$ cat config.mk
export PLATFORM = sky130hd
export DESIGN_NAME = fifo_drain
export DESIGN_NICKNAME = d
export VERILOG_FILES = /design/src/rtl/fifo_pkg.sv /design/src/rtl/fifo_drain.sv
export SDC_FILE = /design/constraint.sdc
export NUM_CORES = 1
export LEC_CHECK = 0
export ABC_AREA = 0
export BUFFER_PORTS_ARGS = -buffer_cell sky130_fd_sc_hd__buf_4
export CORE_MARGIN = 2
export CORE_UTILIZATION = 40
export DETAILED_ROUTE_END_ITERATION = 8
export PLACE_DENSITY = 0.77
export SKIP_LAST_GASP = 1
export SYNTH_ARGS = -nofsm -noshare
export SYNTH_HDL_FRONTEND = slang
export SYNTH_SLANG_ARGS = --single-unit
$ cat constraint.sdc
create_clock -name clk -period 1.78 [get_ports clk]
set_clock_uncertainty 0.1 [all_clocks]
set_input_delay 0.356 -clock clk [delete_from_list [all_inputs] [get_ports clk]]
set_output_delay 0.356 -clock clk [all_outputs]
set_load 0.01 [all_outputs]
$ cat src/rtl/fifo_pkg.sv
// Shared definitions for the circular delay buffer (fifo) and its read-side
// drain controller (fifo_drain): default geometry and the drain FSM states.
package fifo_pkg;

    localparam int DEPTH_DEFAULT = 8;
    localparam int BITS_DEFAULT  = 64;

    typedef enum logic [2:0] {
        IDLE,
        CAPT,
        PRES,
        ADV,
        DONE
    } drain_state_t;

endpackage

$ cat src/rtl/fifo_drain.sv
// Read-side controller for the circular delay buffer. A start pulse steps the
// buffer DEPTH times, presenting each oldest entry over a valid/ready port.
// Build option: FIFO_DRAIN_RECIRC_EN writes each entry back as it is read, so
// a full drain leaves the buffer unchanged; without it the drain zero-fills.
module fifo_drain
    import fifo_pkg::*;
#(
    parameter int DEPTH = DEPTH_DEFAULT,
    parameter int BITS  = BITS_DEFAULT
) (
    input  logic                     clk,
    input  logic                     rst_n,
    input  logic                     start,
    output logic                     busy,
    output logic                     done,
    output logic                     fifo_en,
    output logic [BITS-1:0]          fifo_d,
    input  logic [BITS-1:0]          fifo_q,
    output logic [BITS-1:0]          out_data,
    output logic                     out_valid,
    input  logic                     out_ready,
    output logic [$clog2(DEPTH)-1:0] out_idx,
    output logic                     out_last
);

    localparam int             IW       = $clog2(DEPTH);
    localparam logic [IW-1:0]  LAST_IDX = IW'(DEPTH - 1);

    drain_state_t    state;
    logic [IW-1:0]   idx;
    logic [BITS-1:0] wb_data;

`ifdef FIFO_DRAIN_RECIRC_EN
    // Write the entry being advanced past straight back into its slot.
    assign wb_data = fifo_q;
`else
    // Advanced-past slots are overwritten with zero.
    assign wb_data = '0;
`endif

    // Drain FSM with the index counter and all registered outputs.
    always_ff @(posedge clk or negedge rst_n) begin
        if (!rst_n) begin
            state     <= IDLE;
            idx       <= '0;
            busy      <= 1'b0;
            done      <= 1'b0;
            fifo_en   <= 1'b0;
            fifo_d    <= '0;
            out_data  <= '0;
            out_valid <= 1'b0;
            out_idx   <= '0;
            out_last  <= 1'b0;
        end else begin
            // NOTE: pulse outputs default low every cycle with non-blocking
            // assignments; the case below raises them for exactly one cycle.
            done    <= 1'b0;
            fifo_en <= 1'b0;
            fifo_d  <= '0;
            case (state)
                IDLE: begin
                    if (start) begin
                        idx   <= '0;
                        busy  <= 1'b1;
                        state <= CAPT;
                    end
                end
                CAPT: begin
                    // The pointer moved during the previous ADV, so fifo_q is the next entry.
                    out_data  <= fifo_q;
                    out_idx   <= idx;
                    out_valid <= 1'b1;
                    out_last  <= (idx == LAST_IDX);
                    state     <= PRES;
                end
                PRES: begin
                    if (out_ready) begin
                        out_valid <= 1'b0;
                        out_last  <= 1'b0;
                        fifo_en   <= 1'b1;
                        fifo_d    <= wb_data;
                        state     <= ADV;
                    end
                end
                ADV: begin
                    if (idx == LAST_IDX) begin
                        done  <= 1'b1;
                        state <= DONE;
                    end else begin
                        idx   <= idx + 1'b1;
                        state <= CAPT;
                    end
                end
                DONE: begin
                    busy  <= 1'b0;
                    state <= IDLE;
                end
                default: begin
                    busy      <= 1'b0;
                    out_valid <= 1'b0;
                    out_last  <= 1'b0;
                    state     <= IDLE;
                end
            endcase
        end
    end

endmodule

==> results by group, run 1 <==
Clock tree
  • Root buf cell: clkbuf_8
  • Total CTS buffers: 9
  • CTS tree: built
  • Clock Pin Slew Worst Setup and Hold Paths: 0.08 ns
  • H-Tree Depth: 3
  • Clk_lat worst skew: 0.34 ns
  • CTS sink count: 78
  • Max Root-Sink Buffers: 2

Yosys
  • Synth unique cells: 27
  • Ys async rst share: 100%
  • Complex-gate fraction of the synthesized area: 1.49%
  • Commonest cells in the netlist: dfrtp_1, mux2_2, buf_4
  • Post-synthesis adder-cell area fraction: 0.709%
  • Count leader, synth: dfrtp_1
  • Seq/Total Area, Yosys: 55.3%
  • Warnings from Yosys: 0
  • Mapped Area: 3530 um^2
  • Post-Synthesis Cells: 255
  • Post-synth EDFFs: 0
  • Simple-Gate Fraction of Synth Area: 3.16%
  • Area leader, netlist: dfrtp_1
  • Xor and xnor area share after synthesis: 0.248%
  • Largest family of logic cells by synthesized area: multiplexers
  • Top FF cell, synth: dfrtp_1
  • Synth top area cells: dfrtp_1, mux2_2, buf_4, buf_6, mux2i_1
  • Post-synthesis register bit count: 78
  • Post-Syn Area per Cell: 13.8 um^2
  • Synth top area share: 55.3%
  • Post-synthesis mux area share: 22.6%

Critical path
  • Arrival time at the worst endpoint: 1.81 ns
  • Crit Path Category: reg -> reg
  • Slowest cell on the critical path: dfrtp_1
  • WP data required: 1.90 ns
  • Bufs and invs on worst path: 0
  • Worst path max stage delay: 0.41 ns
  • Max FO, Critical Path: 3
  • Reg2Reg Setup Slack: 0.09 ns
  • Cell family with most CP delay: flip-flops
  • Startpoint types: flip-flop
  • Worst Reg-to-Reg Cells: 5
  • Reg2reg start: idx[0]
  • CP Cell Sequence: ha_2, ha_1, nand3b_1, a21oi_4, mux2_1
  • Reg2reg end: idx[0]
  • Crit end category: flip-flop

Floorplan
  • Die Span Y: 97.9 um
  • # IOs: 204
  • Core area: 8640 um^2
  • Die W: 97.9 um
  • Row count: 34
  • Starting Density: 40.9%
  • DIE AREA: 9590 um^2

Finish
  • Synth-to-Final Area Change: 32.6%
  • Final core occ: 54.2%
  • # diodes: 0
  • Share of layout cells above drive strength 1: 57.4%
  • Nets: 474

Power
  • Leakage Power: 0.00234 uW
  • Sw frac: 31.4%
  • Maximum VDD drop: 0.836 mV
  • Clock share of power: 16.0%
  • Sequential Power Share: 38.4%
  • Comb power frac: 45.6%
  • Tot Pwr: 7920 uW
  • Int Power: 5440 uW
  • Switching power: 2490 uW
  • PD cells: 1690 nW/um^2

Routing
  • Final routed wire length divided by cell count: 12.8 um
  • Vias: 2227
  • DR iter-0 viols: 23
  • Pre-antenna DRT Iters: 2
  • DR DRC count: 0
  • Final WL: 6.63 mm
  • ANT nets after route: 0
  • Via density: 4.32

Worst hold path
  • Type of the most critical hold path: in -> reg
  • WHS Path Cells: 2
  • HP Start: fifo_q[6]
  • Hold Path Sink: out_data[6]

STA
  • Tmin final: 1.69 ns
  • Final setup vio count: 0
  • Final setup TNS: 0 ns
  • Final Hold Vio Count: 0
  • RSZ-0062 raised after global routing: false
  • Crit share post-route: 94.8%
  • Fmax: 593 MHz
  • Final Max Tran Viols: 0
  • Hold WS: 0.142 ns

Job
  • Max Cap Viol: 0

Place
  • PortBufs: 139
  • Routability cong.: 0.706
  • Post-DP HPWL: 4.91 mm

Global routing
  • Global Route Usage Sum: 14.0%
  • Met2 Use GR: 22.5%
  • M1 GR Usage: 17.1%
  • Vias in the first global route: 2197
  • Grt ovf: 0
  • Initial antenna violation count: 0
  • First-pass GRT wire length: 10.6 mm
  • Met3 usage: 5.08%
  • GR peak layer: met2
  • Largest net degree at the start of global routing: 79

Outcome
  • Status: completed
## power groups by stage
stage | registers, uW | logic [uW] | clock network [uW]
after floorplan | 3400 | 1770 | 0
after global placement | 3040 | 3590 | 0
after detailed placement | 3080 | 3670 | 0
after CTS | 3060 | 3670 | 1330
after global routing | 3180 | 3890 | 1400
final | 3050 | 3610 | 1270
## cell type report
type                    count  area (um^2)
fillers                   734         3960
flip-flops and latches     78         1950
multi-input cells         162         1240
repair buffers            149         1150
clock buffers              11          141
well taps                 108          135
clock inverters             4         47.5
inverters                   4         15.0
## cells in the final DEF (no fill, tap or decap), types with 2 or more instances in the layout
cell,netlist,routed
a21oi_1,2,2
and2_1,2,2
clkbuf_8,0,10
o21ai_0,2,2
nor2_1,2,2
nand2_1,3,3
dfrtp_1,78,78
mux2i_1,3,3
clkinv_2,0,2
mux2_2,67,67
buf_12,0,2
buf_4,65,146
nand2b_1,2,2
inv_1,4,4
conb_1,1,64
and3b_1,2,2
## cells by family (layout without fill, tap and decap cells)
group | Yosys count | count (layout)
mux | 71 | 71
simple gates | 17 | 17
compound gates | 7 | 7
xor+xnor | 1 | 1
other cells | 1 | 64
buf+inv | 78 | 168
fa+ha+maj | 2 | 2
flops | 78 | 78
## flip-flops by register name, summed over array words and instances, names as in the netlist
| register | flops |
|---|---|
| out_data | 64 |
| idx | 3 |
| out_idx | 3 |
| state | 3 |
| busy | 1 |
| done | 1 |
| fifo_en | 1 |
| out_last | 1 |
| out_valid | 1 |
## worst reg2reg max path, cell delays in order (launching register included)
cell      delay [ns]
dfrtp_1         0.41
ha_2            0.19
ha_1            0.18
nand3b_1        0.20
a21oi_4         0.15
mux2_1          0.34
## per-stage QoR
stage               cells  worst slack [ns]  area [um^2]
finish                516            0.0927         4680
global route          516           0.00735         4680
CTS                   515            0.0158         4670
detailed placement    499            0.0212         4470
global placement      499            0.0904         4470
floorplan             318            0.0664         3760
## what timing repair did
action	CTS	global route
resized for setup	0	1
buffers inserted	0	1
hold buffers	1	0
endpoints found under the setup margin	0	3
hold endpoints to repair	78	0
## how the worst max path moves through the flow
stage / cells after the start / startpoint / endpoint / slack (ns)
floorplan: 5 / idx[0] / idx[0] / 0.07
global placement: 5 / idx[0] / idx[0] / 0.09
detailed placement: 5 / idx[0] / idx[0] / 0.02
CTS: 5 / idx[0] / idx[0] / 0.02
global route: 5 / idx[0] / idx[0] / 0.007
finish: 5 / idx[0] / idx[0] / 0.09
## metal layers
metal	wire length (um)	part of all wire, %
met5	0	0
met4	113	1.7
met3	707	11
met2	3170	48
met1	2640	40
No activity file was read; power rests on OpenSTA's default activity.
==> run 2, diff against run 1 <==
--- a/config.mk
+++ b/config.mk
@@ -10,6 +10,7 @@
 export CORE_MARGIN = 2
 export CORE_UTILIZATION = 40
 export DETAILED_ROUTE_END_ITERATION = 8
+export GPL_TIMING_DRIVEN = 0
 export PLACE_DENSITY = 0.77
 export SKIP_LAST_GASP = 1
 export SYNTH_ARGS = -nofsm -noshare
==> run 2 against run 1 <==
Against the previous run:
- clock power hardly changed
- power rose by 10%
- sequential share of layout area fell by 5.6 points
- register-to-register slack got worse by 0.05 ns
- maximum frequency is 2.8% lower
- cell count is 15% higher
- non-clock buffer count up 75
- wire length up 20%
==> results by group, run 2 (synthesized netlist as in run 1, its figures left out) <==
Outcome
  • Status: completed

Power
  • Leakage Power: 0.00286 uW
  • PD cells: 1620 nW/um^2
  • Tot Pwr: 8730 uW
  • Maximum VDD drop: 0.895 mV

Floorplan
  • # IOs: 204
  • Row count: 34
  • Core area: 8640 um^2
  • Die Span Y: 97.9 um
  • Die W: 97.9 um
  • DIE AREA: 9590 um^2
  • Starting Density: 40.9%

Global routing
  • Largest net degree at the start of global routing: 79
  • Global Route Usage Sum: 14.8%
  • Initial antenna violation count: 0
  • First-pass GRT wire length: 11.3 mm
  • Grt ovf: 0
  • Vias in the first global route: 2372

Critical path
  • Reg2reg start: state[2]
  • Startpoint types: flip-flop
  • Crit path depth: 5
  • Arrival time at the worst endpoint: 1.86 ns
  • Reg2Reg Setup Slack: 0.04 ns
  • Cell family with most CP delay: buffers and inverters
  • Worst Reg-to-Reg Cells: 5
  • Max FO, Critical Path: 7
  • Slowest cell on the critical path: dfrtp_1
  • Crit Path Category: reg -> reg
  • CP Cell Sequence: buf_6, nor3b_4, buf_6, buf_8, mux2_2
  • Reg2reg end: out_data[3]
  • Worst path max stage delay: 0.39 ns
  • Bufs and invs on worst path: 3
  • CP most frequent cell: buf_6
  • WP data required: 1.90 ns
  • Crit end category: flip-flop

STA
  • RSZ-0062 raised after global routing: true
  • Final setup vio count: 0
  • Tmin final: 1.74 ns
  • Hold WS: 0.0464 ns
  • Final Hold Vio Count: 0
  • Final setup TNS: 0 ns
  • Final Max Tran Viols: 0
  • Slew headroom: 36.6%
  • Worst-Margin Slew: 0.951 ns
  • Crit share post-route: 97.6%
  • Fmax: 576 MHz

Finish
  • Final core occ: 62.6%
  • Commonest cells after routing, fill and taps aside: buf_4, dfrtp_1, conb_1
  • Share of layout cells above drive strength 1: 64.5%
  • Fin area: 5410 um^2
  • Commonest non-fill, non-tap cell in the layout: buf_4
  • Number of flip-flops in the largest register: 64
  • Fillers: 671
  • Nets: 549
  • Largest Register: out_data
  • # diodes: 0
  • Synth-to-Final Area Change: 53.3%

Clock tree
  • Total CTS buffers: 9
  • Root buf cell: clkbuf_8
  • H-Tree Depth: 3
  • Max Root-Sink Buffers: 2
  • Clock Pin Slew Worst Setup and Hold Paths: 0.09 ns
  • Hold_buf cts: 0
  • Clk_lat worst skew: 0.34 ns
  • CTS tree: built
  • CTS sink count: 78

Routing
  • Pre-antenna DRT Iters: 4
  • DR iter-0 viols: 39
  • Max Used Layer: met4
  • Via density: 4.26
  • DR DRC count: 0
  • Final routed wire length divided by cell count: 13.5 um
  • ANT nets after route: 0
  • Met2 wire len: 4.00 mm
  • Met3 wire len: 765 um
  • Wl on met1: 3.08 mm
  • Final WL: 7.96 mm
  • Vias: 2522

Place
  • PortBufs: 139
  • Post-DP HPWL: 5.54 mm
  • Dpl cell area: 4940 um^2
  • Routability cong.: 0.690

Worst hold path
  • Type of the most critical hold path: in -> async

Job
  • Max Cap Viol: 0
[run 2: cell count changes in the layout (fill, tap and decap cells not counted), sizes merged]
cell,delta
bufinv,-1
inv,+1
dlygate4sd3,-1
buf,+70
clkinvlp,+1
clkbuf,+6
[run 2: how the worst max path moves through the flow]
stage,start,to,slack (ns)
after floorplan,idx[0],idx[0],0.07
after global placement,state[2],out_data[25],-0.03
after detailed placement,state[2],out_data[4],-0.05
after CTS,state[2],out_data[3],0.002
after global routing,state[2],out_data[3],-0.04
final,state[2],out_data[3],0.04
[run 2: where the power goes]
part           switching (uW)  total [uW]  internal, uW
Combinational            1660        4410          2750
Sequential                468        3080          2610
Clock                     656        1250           592
Total                    2790        8730          5950
[run 2: area by class of cell]
type,count,area (um^2),area share (%)
buffer,74,593,11.0
clock buffer,11,151,2.80
clock inverter,5,41.3,0.764
inverter,4,15.0,0.278
multi-input combinational,162,1340,24.8
sequential,78,1950,36.1
tap,108,135,2.50
timing repair buffer,150,1180,21.7
[run 2: what timing repair did]
| item | CTS | global route |
|---|---|---|
| cloned | 0 | 4 |
| gates resized for setup | 1 | 38 |
| setup buffers | 1 | 6 |
| endpoints found under the setup margin | 61 | 62 |
| pin swaps | 2 | 1 |
[run 2: worst reg2reg max path, delay by kind of cell, from the launching register on]
kind	cells	cell delay, ns
AND/OR/NAND/NOR	1	0.30
multiplexers	1	0.33
buffers and inverters	3	0.50
flip-flops	1	0.39
[run 2: metrics by stage]
stage / cells / setup WS [ns]
after floorplan: 318 / 0.0664
after global placement: 565 / -0.0311
after detailed placement: 565 / -0.0453
after CTS: 582 / 0.00204
after global routing: 592 / -0.0367
final: 592 / 0.0436
[run 2: routing by layer]
metal  vias up  global-route usage [%]
li1       1171                       -
met1      1207                    16.7
met2       134                    25.1
met3        10                    5.87
met4         0                    6.09
met5         -                       0
